File: src/rtl/lsu_pkg.sv
// Shared definitions for the load/store unit.
// Holds the RV32I funct3 size/sign codes, the FSM state encoding, the default
// data-memory word-address width and a helper that classifies an op as faulting.
package lsu_pkg;

    localparam int LSU_ADDR_W = 10;

    // funct3 codes (loads use all five, stores use the first three)
    localparam logic [2:0] F3_B  = 3'b000;
    localparam logic [2:0] F3_H  = 3'b001;
    localparam logic [2:0] F3_W  = 3'b010;
    localparam logic [2:0] F3_BU = 3'b100;
    localparam logic [2:0] F3_HU = 3'b101;

    typedef enum logic [2:0] {
        ST_IDLE   = 3'd0,
        ST_LOAD   = 3'd1,
        ST_RMW_RD = 3'd2,
        ST_WRITE  = 3'd3,
        ST_RESP   = 3'd4
    } lsu_state_e;

    // Illegal size code or an access not aligned to its natural size.
    function automatic logic op_fault(input logic       is_store,
                                      input logic [2:0] funct3,
                                      input logic [1:0] addr_lo);
        logic illegal;
        logic misaligned;
        if (is_store) begin
            illegal = (funct3 > F3_W);
        end else begin
            illegal = (funct3 == 3'b011) || (funct3 == 3'b110) || (funct3 == 3'b111);
        end
        case (funct3[1:0])
            2'b01:   misaligned = addr_lo[0];
            2'b10:   misaligned = (addr_lo != 2'b00);
            default: misaligned = 1'b0;
        endcase
        return illegal || misaligned;
    endfunction

endpackage

File: src/rtl/lsu_align.sv
// Combinational data alignment for the load/store unit.
// Ports:
//   i_funct3   - size/sign code of the op in flight
//   i_addr_lo  - byte offset within the word
//   i_rd_word  - word currently returned by data memory (load path)
//   i_rmw_word - word captured during the read half of a sub-word store
//   i_st_data  - right-aligned store source
//   o_load_val - selected byte/half/word, sign- or zero-extended
//   o_wr_word  - word to write back (full word for SW, merged lane for SB/SH)
module lsu_align
    import lsu_pkg::*;
(
    input  logic [2:0]  i_funct3,
    input  logic [1:0]  i_addr_lo,
    input  logic [31:0] i_rd_word,
    input  logic [31:0] i_rmw_word,
    input  logic [31:0] i_st_data,
    output logic [31:0] o_load_val,
    output logic [31:0] o_wr_word
);

    logic [7:0]  w_byte;
    logic [15:0] w_half;

    // Load path: pick the addressed lane and extend it to 32 bits.
    always_comb begin
        w_byte     = i_rd_word[{i_addr_lo, 3'b000} +: 8];
        w_half     = i_rd_word[{i_addr_lo[1], 4'b0000} +: 16];
        o_load_val = 32'h0000_0000;
        case (i_funct3)
            F3_B:    o_load_val = {{24{w_byte[7]}}, w_byte};
            F3_H:    o_load_val = {{16{w_half[15]}}, w_half};
            F3_W:    o_load_val = i_rd_word;
            F3_BU:   o_load_val = {24'h00_0000, w_byte};
            F3_HU:   o_load_val = {16'h0000, w_half};
            default: o_load_val = 32'h0000_0000;
        endcase
    end

    // Store path: replace only the addressed lane of the captured word.
    always_comb begin
        o_wr_word = i_rmw_word;
        case (i_funct3)
            F3_B:    o_wr_word[{i_addr_lo, 3'b000} +: 8]     = i_st_data[7:0];
            F3_H:    o_wr_word[{i_addr_lo[1], 4'b0000} +: 16] = i_st_data[15:0];
            F3_W:    o_wr_word = i_st_data;
            default: o_wr_word = i_rmw_word;
        endcase
    end

endmodule

File: src/rtl/load_store_unit.sv
// RV32I load/store unit with a single-ported, combinational-read data memory.
// One op at a time: accept in IDLE, then LOAD (read+extend), WRITE (SW) or
// RMW_RD followed by WRITE (SB/SH), finishing with a one-cycle RESP pulse.
// Faulting ops go straight to RESP without touching memory.
// Ports:
//   clk, rst_n            - clock, asynchronous active-low reset
//   req_valid/req_ready   - op handshake (ready only in IDLE)
//   is_store, funct3      - op kind and size/sign code
//   addr, store_data      - byte address and right-aligned store source
//   resp_valid            - completion pulse; load_data/fault valid with it
//   mem_read, mem_write   - data-memory strobes (never both high)
//   mem_address           - word index addr[ADDR_W+1:2]
//   mem_write_data        - write word; mem_read_data - combinational read word
module load_store_unit
    import lsu_pkg::*;
#(
    parameter int ADDR_W = LSU_ADDR_W
) (
    input  logic              clk,
    input  logic              rst_n,
    input  logic              req_valid,
    output logic              req_ready,
    input  logic              is_store,
    input  logic [2:0]        funct3,
    input  logic [31:0]       addr,
    input  logic [31:0]       store_data,
    output logic              resp_valid,
    output logic [31:0]       load_data,
    output logic              fault,
    output logic              mem_read,
    output logic              mem_write,
    output logic [ADDR_W-1:0] mem_address,
    output logic [31:0]       mem_write_data,
    input  logic [31:0]       mem_read_data
);

    lsu_state_e        r_state;
    logic              r_req_ready;
    logic              r_resp_valid;
    logic              r_fault;
    logic [31:0]       r_load_data;
    logic              r_mem_read;
    logic              r_mem_write;
    logic              r_is_store;
    logic [2:0]        r_funct3;
    logic [ADDR_W+1:0] r_addr;
    logic [31:0]       r_store_data;
    logic [31:0]       r_rmw_word;

    logic              w_accept;
    logic              w_fault;
    logic [31:0]       w_load_val;
    logic [31:0]       w_merge_word;
    logic              w_unused_addr_hi;

    assign w_accept = req_valid && r_req_ready;
    assign w_fault  = op_fault(is_store, funct3, addr[1:0]);

    // Address bits above the memory window alias onto it by design.
    assign w_unused_addr_hi = ^addr[31:ADDR_W+2];

    lsu_align u_align (
        .i_funct3   (r_funct3),
        .i_addr_lo  (r_addr[1:0]),
        .i_rd_word  (mem_read_data),
        .i_rmw_word (r_rmw_word),
        .i_st_data  (r_store_data),
        .o_load_val (w_load_val),
        .o_wr_word  (w_merge_word)
    );

    // Operation FSM; every output below is a register updated with the state.
    always_ff @(posedge clk or negedge rst_n) begin
        if (!rst_n) begin
            r_state      <= ST_IDLE;
            r_req_ready  <= 1'b0;
            r_resp_valid <= 1'b0;
            r_fault      <= 1'b0;
            r_load_data  <= 32'h0000_0000;
            r_mem_read   <= 1'b0;
            r_mem_write  <= 1'b0;
            r_is_store   <= 1'b0;
            r_funct3     <= 3'b000;
            r_addr       <= '0;
            r_store_data <= 32'h0000_0000;
            r_rmw_word   <= 32'h0000_0000;
        end else begin
            case (r_state)
                ST_IDLE: begin
                    if (w_accept) begin
                        r_req_ready  <= 1'b0;
                        r_is_store   <= is_store;
                        r_funct3     <= funct3;
                        r_addr       <= addr[ADDR_W+1:0];
                        r_store_data <= store_data;
                        r_fault      <= w_fault;
                        // Stores and faults report zero; loads overwrite in LOAD.
                        r_load_data  <= 32'h0000_0000;
                        if (w_fault) begin
                            r_state      <= ST_RESP;
                            r_resp_valid <= 1'b1;
                        end else if (!is_store) begin
                            r_state    <= ST_LOAD;
                            r_mem_read <= 1'b1;
                        end else if (funct3 == F3_W) begin
                            r_state     <= ST_WRITE;
                            r_mem_write <= 1'b1;
                        end else begin
                            r_state    <= ST_RMW_RD;
                            r_mem_read <= 1'b1;
                        end
                    end else begin
                        // Also raises ready on the first cycle out of reset.
                        r_req_ready <= 1'b1;
                    end
                end
                ST_LOAD: begin
                    r_load_data  <= w_load_val;
                    r_mem_read   <= 1'b0;
                    r_resp_valid <= 1'b1;
                    r_state      <= ST_RESP;
                end
                ST_RMW_RD: begin
                    r_rmw_word  <= mem_read_data;
                    r_mem_read  <= 1'b0;
                    r_mem_write <= 1'b1;
                    r_state     <= ST_WRITE;
                end
                ST_WRITE: begin
                    r_mem_write  <= 1'b0;
                    r_resp_valid <= 1'b1;
                    r_state      <= ST_RESP;
                end
                ST_RESP: begin
                    r_resp_valid <= 1'b0;
                    r_req_ready  <= 1'b1;
                    r_state      <= ST_IDLE;
                end
                default: begin
                    r_resp_valid <= 1'b0;
                    r_mem_read   <= 1'b0;
                    r_mem_write  <= 1'b0;
                    r_req_ready  <= 1'b0;
                    r_state      <= ST_IDLE;
                end
            endcase
        end
    end

    assign req_ready      = r_req_ready;
    assign resp_valid     = r_resp_valid;
    assign fault          = r_fault;
    assign load_data      = r_load_data;
    assign mem_read       = r_mem_read;
    assign mem_write      = r_mem_write;
    assign mem_address    = r_addr[ADDR_W+1:2];
    // Write bus idles at zero for loads so it never carries stale store data.
    assign mem_write_data = r_is_store ? w_merge_word : 32'h0000_0000;

endmodule

File: config.mk
export PLATFORM = sky130hd
export DESIGN_NAME = load_store_unit
export DESIGN_NICKNAME = d
export VERILOG_FILES = /design/src/rtl/lsu_pkg.sv /design/src/rtl/lsu_align.sv /design/src/rtl/load_store_unit.sv
export SDC_FILE = /design/constraint.sdc
export NUM_CORES = 1
export LEC_CHECK = 0
export ABC_AREA = 1
export CORE_MARGIN = 1.5
export CORE_UTILIZATION = 53
export CTS_CLUSTER_SIZE = 16
export DETAILED_ROUTE_END_ITERATION = 10
export PLACE_DENSITY_LB_ADDON = 0.08
export SYNTH_ARGS = -nofsm -noshare
export SYNTH_HDL_FRONTEND = slang
export SYNTH_SLANG_ARGS = --single-unit
export TNS_END_PERCENT = 10
File: constraint.sdc
create_clock -name clk -period 4.85 [get_ports clk]
set_input_delay 0.485 -clock clk [delete_from_list [all_inputs] [get_ports clk]]
set_output_delay 0.485 -clock clk [all_outputs]
set_load 0.1 [all_outputs]
==> results.cfg <==
[drt]
vias = 7124
wl_per_cell_um = 15.7
ant_nets = 0
vias_per_cell = 5.36
wl_um = 20900
drc = 0
dr_wl_met3_um = 1460
wl_met2_um = 9780
wl_met1_um = 9110
drt-initial-drc-count = 524
highest_layer = met4
first_pass_iters = 5

[synth]
netlist_instances = 1014
yosysWarnings = 0
syn_nets = 1126
synth-seq-cells = 120
avgSynthCellArea_um2 = 6.85
ys_seq_area_share_pct = 43.2
syn_area_um2 = 6950
ys_types = 28

[clock_tree]
tritoncts = done
post_cts_resized = 0
cts_buffer_depth = 2
post_cts_buffers = 0
insertion_delay_ps = 420
cts_sinks = 120
h-tree-depth = 4
cts_root_buf = clkbuf_16
numCtsBuffers = 17
ctsHoldBuffers = 0
clk_pin_slew_ps = 60

[cells_and_area]
area_growth_pct = 29.9
fin_cells = 1329
multi_input_area_um2 = 3330
final-seq-area_um2 = 3000
final_layout_size_suffix_gt1_share_pct = 8.38
fillCellCount = 1136
num-nets-final = 1256
diodes = 0

[placement]
dp.cells = 1297
numPortBuffers = 161
dp_hpwl_um = 14600
gp_congestion = 0.913

[timing]
skew_ps = 5.89
rsz0062_at_grt = no
max_freq_mhz = 281
hold-worst-slack_ps = 140
tightest_slew_ps = 1230
fin_crit_sh_pct = 73.3
setup_viol = 0
setup_tns_ps = 0
finalCriticalPeriod_ps = 3560
maxSlewViolCount = 0
max_slew_margin_pct = 17.7
hold_viol = 0

[die]
ios = 182
dieWidth_um = 118
start_util_pct = 54.6
die_area_um2 = 13800
die_h_um = 118
num_rows = 41
coreArea_um2 = 12700

[worst_setup_path]
crit_start = r_addr[0]$_DFFE_PN0P_
r2r_start = r_state[1]$_DFFE_PN0N_
critical_path_arrival_ps = 3070
cp-start-kind = flop
endpoint_kind = output pin
r2r_setup_slack_ps = 2270
rr_worst_depth = 5
crit_type = reg -> out
cp_max_fo = 18
crit_path_end = mem_write_data[23]
cp.required_ps = 4370
rr_endpoint = fault$_DFFE_PN0P_

[run]
cap_violations = 0

[global_route]
overflow = 0
antenna_found_initial = 0
gr-usage-all-layers_pct = 30.7
grt_max_degree = 63
grt_pass1_wl_um = 33700
grt_pass1_vias = 6670

[status]
status = completed

[min_path]
hp-class = in -> async
critical path, cell delays in order, from the launching register on:
cell      delay (ps)
dfrtp_1          700
inv_1            230
ha_1             550
nand2_1          240
o21ai_0          210
o211ai_1         110
a21oi_1          270
buf_4            340
routing by layer:
layer,global-route usage [%],vias up
met2,49.8,280
met3,7.90,39
met4,10.4,0
met5,0,-
met1,40.3,3356
li1,-,3449
sequential cells by signal, indices dropped and copies added (netlist names):
name,flops
r_store_data,32
r_funct3,3
mem_write,1
fault,1
r_addr,12
resp_valid,1
r_state,3
r_rmw_word,32
r_is_store,1
load_data,32
req_ready,1
mem_read,1
cells by family (layout without fill, tap and decap cells):
logic type / after synthesis / count (layout) / share of synthesized area, %
simple gates: 555 / 555 / 31.8
fa+ha+maj: 9 / 9 / 1.62
compound gates: 188 / 188 / 14.4
buf+inv: 142 / 285 / 8.91
flops: 120 / 120 / 43.2
cell type report:
cell class	instances	area share (%)
tap	172	2.38
timing repair buffer	168	17.5
clock inverter	14	1.66
clock buffer	18	4.75
sequential	120	33.3
inverter	85	3.53
multi-input combinational	752	36.9
placed cells by master (no fill, tap or decap), types with 2 or more instances in the layout:
| cell type | count |
|---|---|
| buf_4 | 40 |
| nor3_1 | 2 |
| clkinv_2 | 3 |
| clkdlybuf4s50_1 | 128 |
| nor2_2 | 5 |
| o211ai_1 | 12 |
| dfrtp_1 | 120 |
| nor2_4 | 3 |
| bufinv_16 | 2 |
| nor2_1 | 56 |
| clkinv_4 | 4 |
| nand3_1 | 38 |
| nand2_2 | 4 |
| nand2_1 | 435 |
| nand3b_1 | 4 |
| inv_6 | 2 |
| ha_1 | 9 |
| o21bai_1 | 8 |
| clkinvlp_4 | 3 |
| a21oi_1 | 67 |
| o21ai_0 | 97 |
| inv_2 | 5 |
| clkbuf_16 | 17 |
| inv_1 | 79 |
| or2_2 | 6 |
cells in the mapped netlist:
library cell | number | area [um^2]
nand2_1 | 435 | 1630
nor2_2 | 3 | 18.8
dfrtp_1 | 120 | 3000
buf_4 | 12 | 90.1
inv_1 | 79 | 297
buf_2 | 21 | 105
nand3_2 | 1 | 10.0
nand2_2 | 4 | 25.0
ha_1 | 9 | 113
a21oi_2 | 1 | 8.76
a21oi_1 | 67 | 335
buf_6 | 2 | 22.5
clkbuf_1 | 22 | 82.6
nand3_1 | 38 | 190
o21bai_1 | 8 | 60.1
inv_2 | 5 | 18.8
nor2_1 | 58 | 218
o22ai_1 | 1 | 6.26
or2_2 | 6 | 37.5
clkinv_1 | 1 | 3.75
nor3_1 | 2 | 10.0
nand3b_1 | 4 | 30.0
o211ai_1 | 12 | 90.1
o21ai_0 | 97 | 485
o211ai_2 | 1 | 12.5
nand4_1 | 1 | 6.26
nor2_4 | 3 | 33.8
o21ai_1 | 1 | 5.00
metrics by stage:
| stage | worst slack, ps | instance area (um^2) | util [%] |
|---|---|---|---|
| 6_report | 1290 | 9030 | 71.0 |
| 5_1_grt | 1000 | 9030 | 71.0 |
| 4_1_cts | 1370 | 9030 | 71.0 |
| 3_5_place_dp | 1820 | 8450 | 66.4 |
| 3_3_place_gp | 1810 | 8450 | 66.4 |
| 2_1_floorplan | 1120 | 6950 | - |
how the worst min path moves through the flow:
stage	endpoint	slack [ps]	cells past startpoint	startpoint
2_1_floorplan	fault$_DFFE_PN0P_	190	0	rst_n
3_3_place_gp	r_addr[10]$_DFFE_PN0P_	450	2	r_addr[10]$_DFFE_PN0P_
3_5_place_dp	mem_write$_DFFE_PN0P_	460	2	mem_write$_DFFE_PN0P_
4_1_cts	r_store_data[27]$_DFFE_PN0P_	180	1	rst_n
5_1_grt	r_store_data[27]$_DFFE_PN0P_	210	1	rst_n
6_report	r_store_data[27]$_DFFE_PN0P_	140	1	rst_n
Power is left out: the tool's default activity adds up to more than one toggle a clock period on the data nets, which glitch-free logic cannot reach.
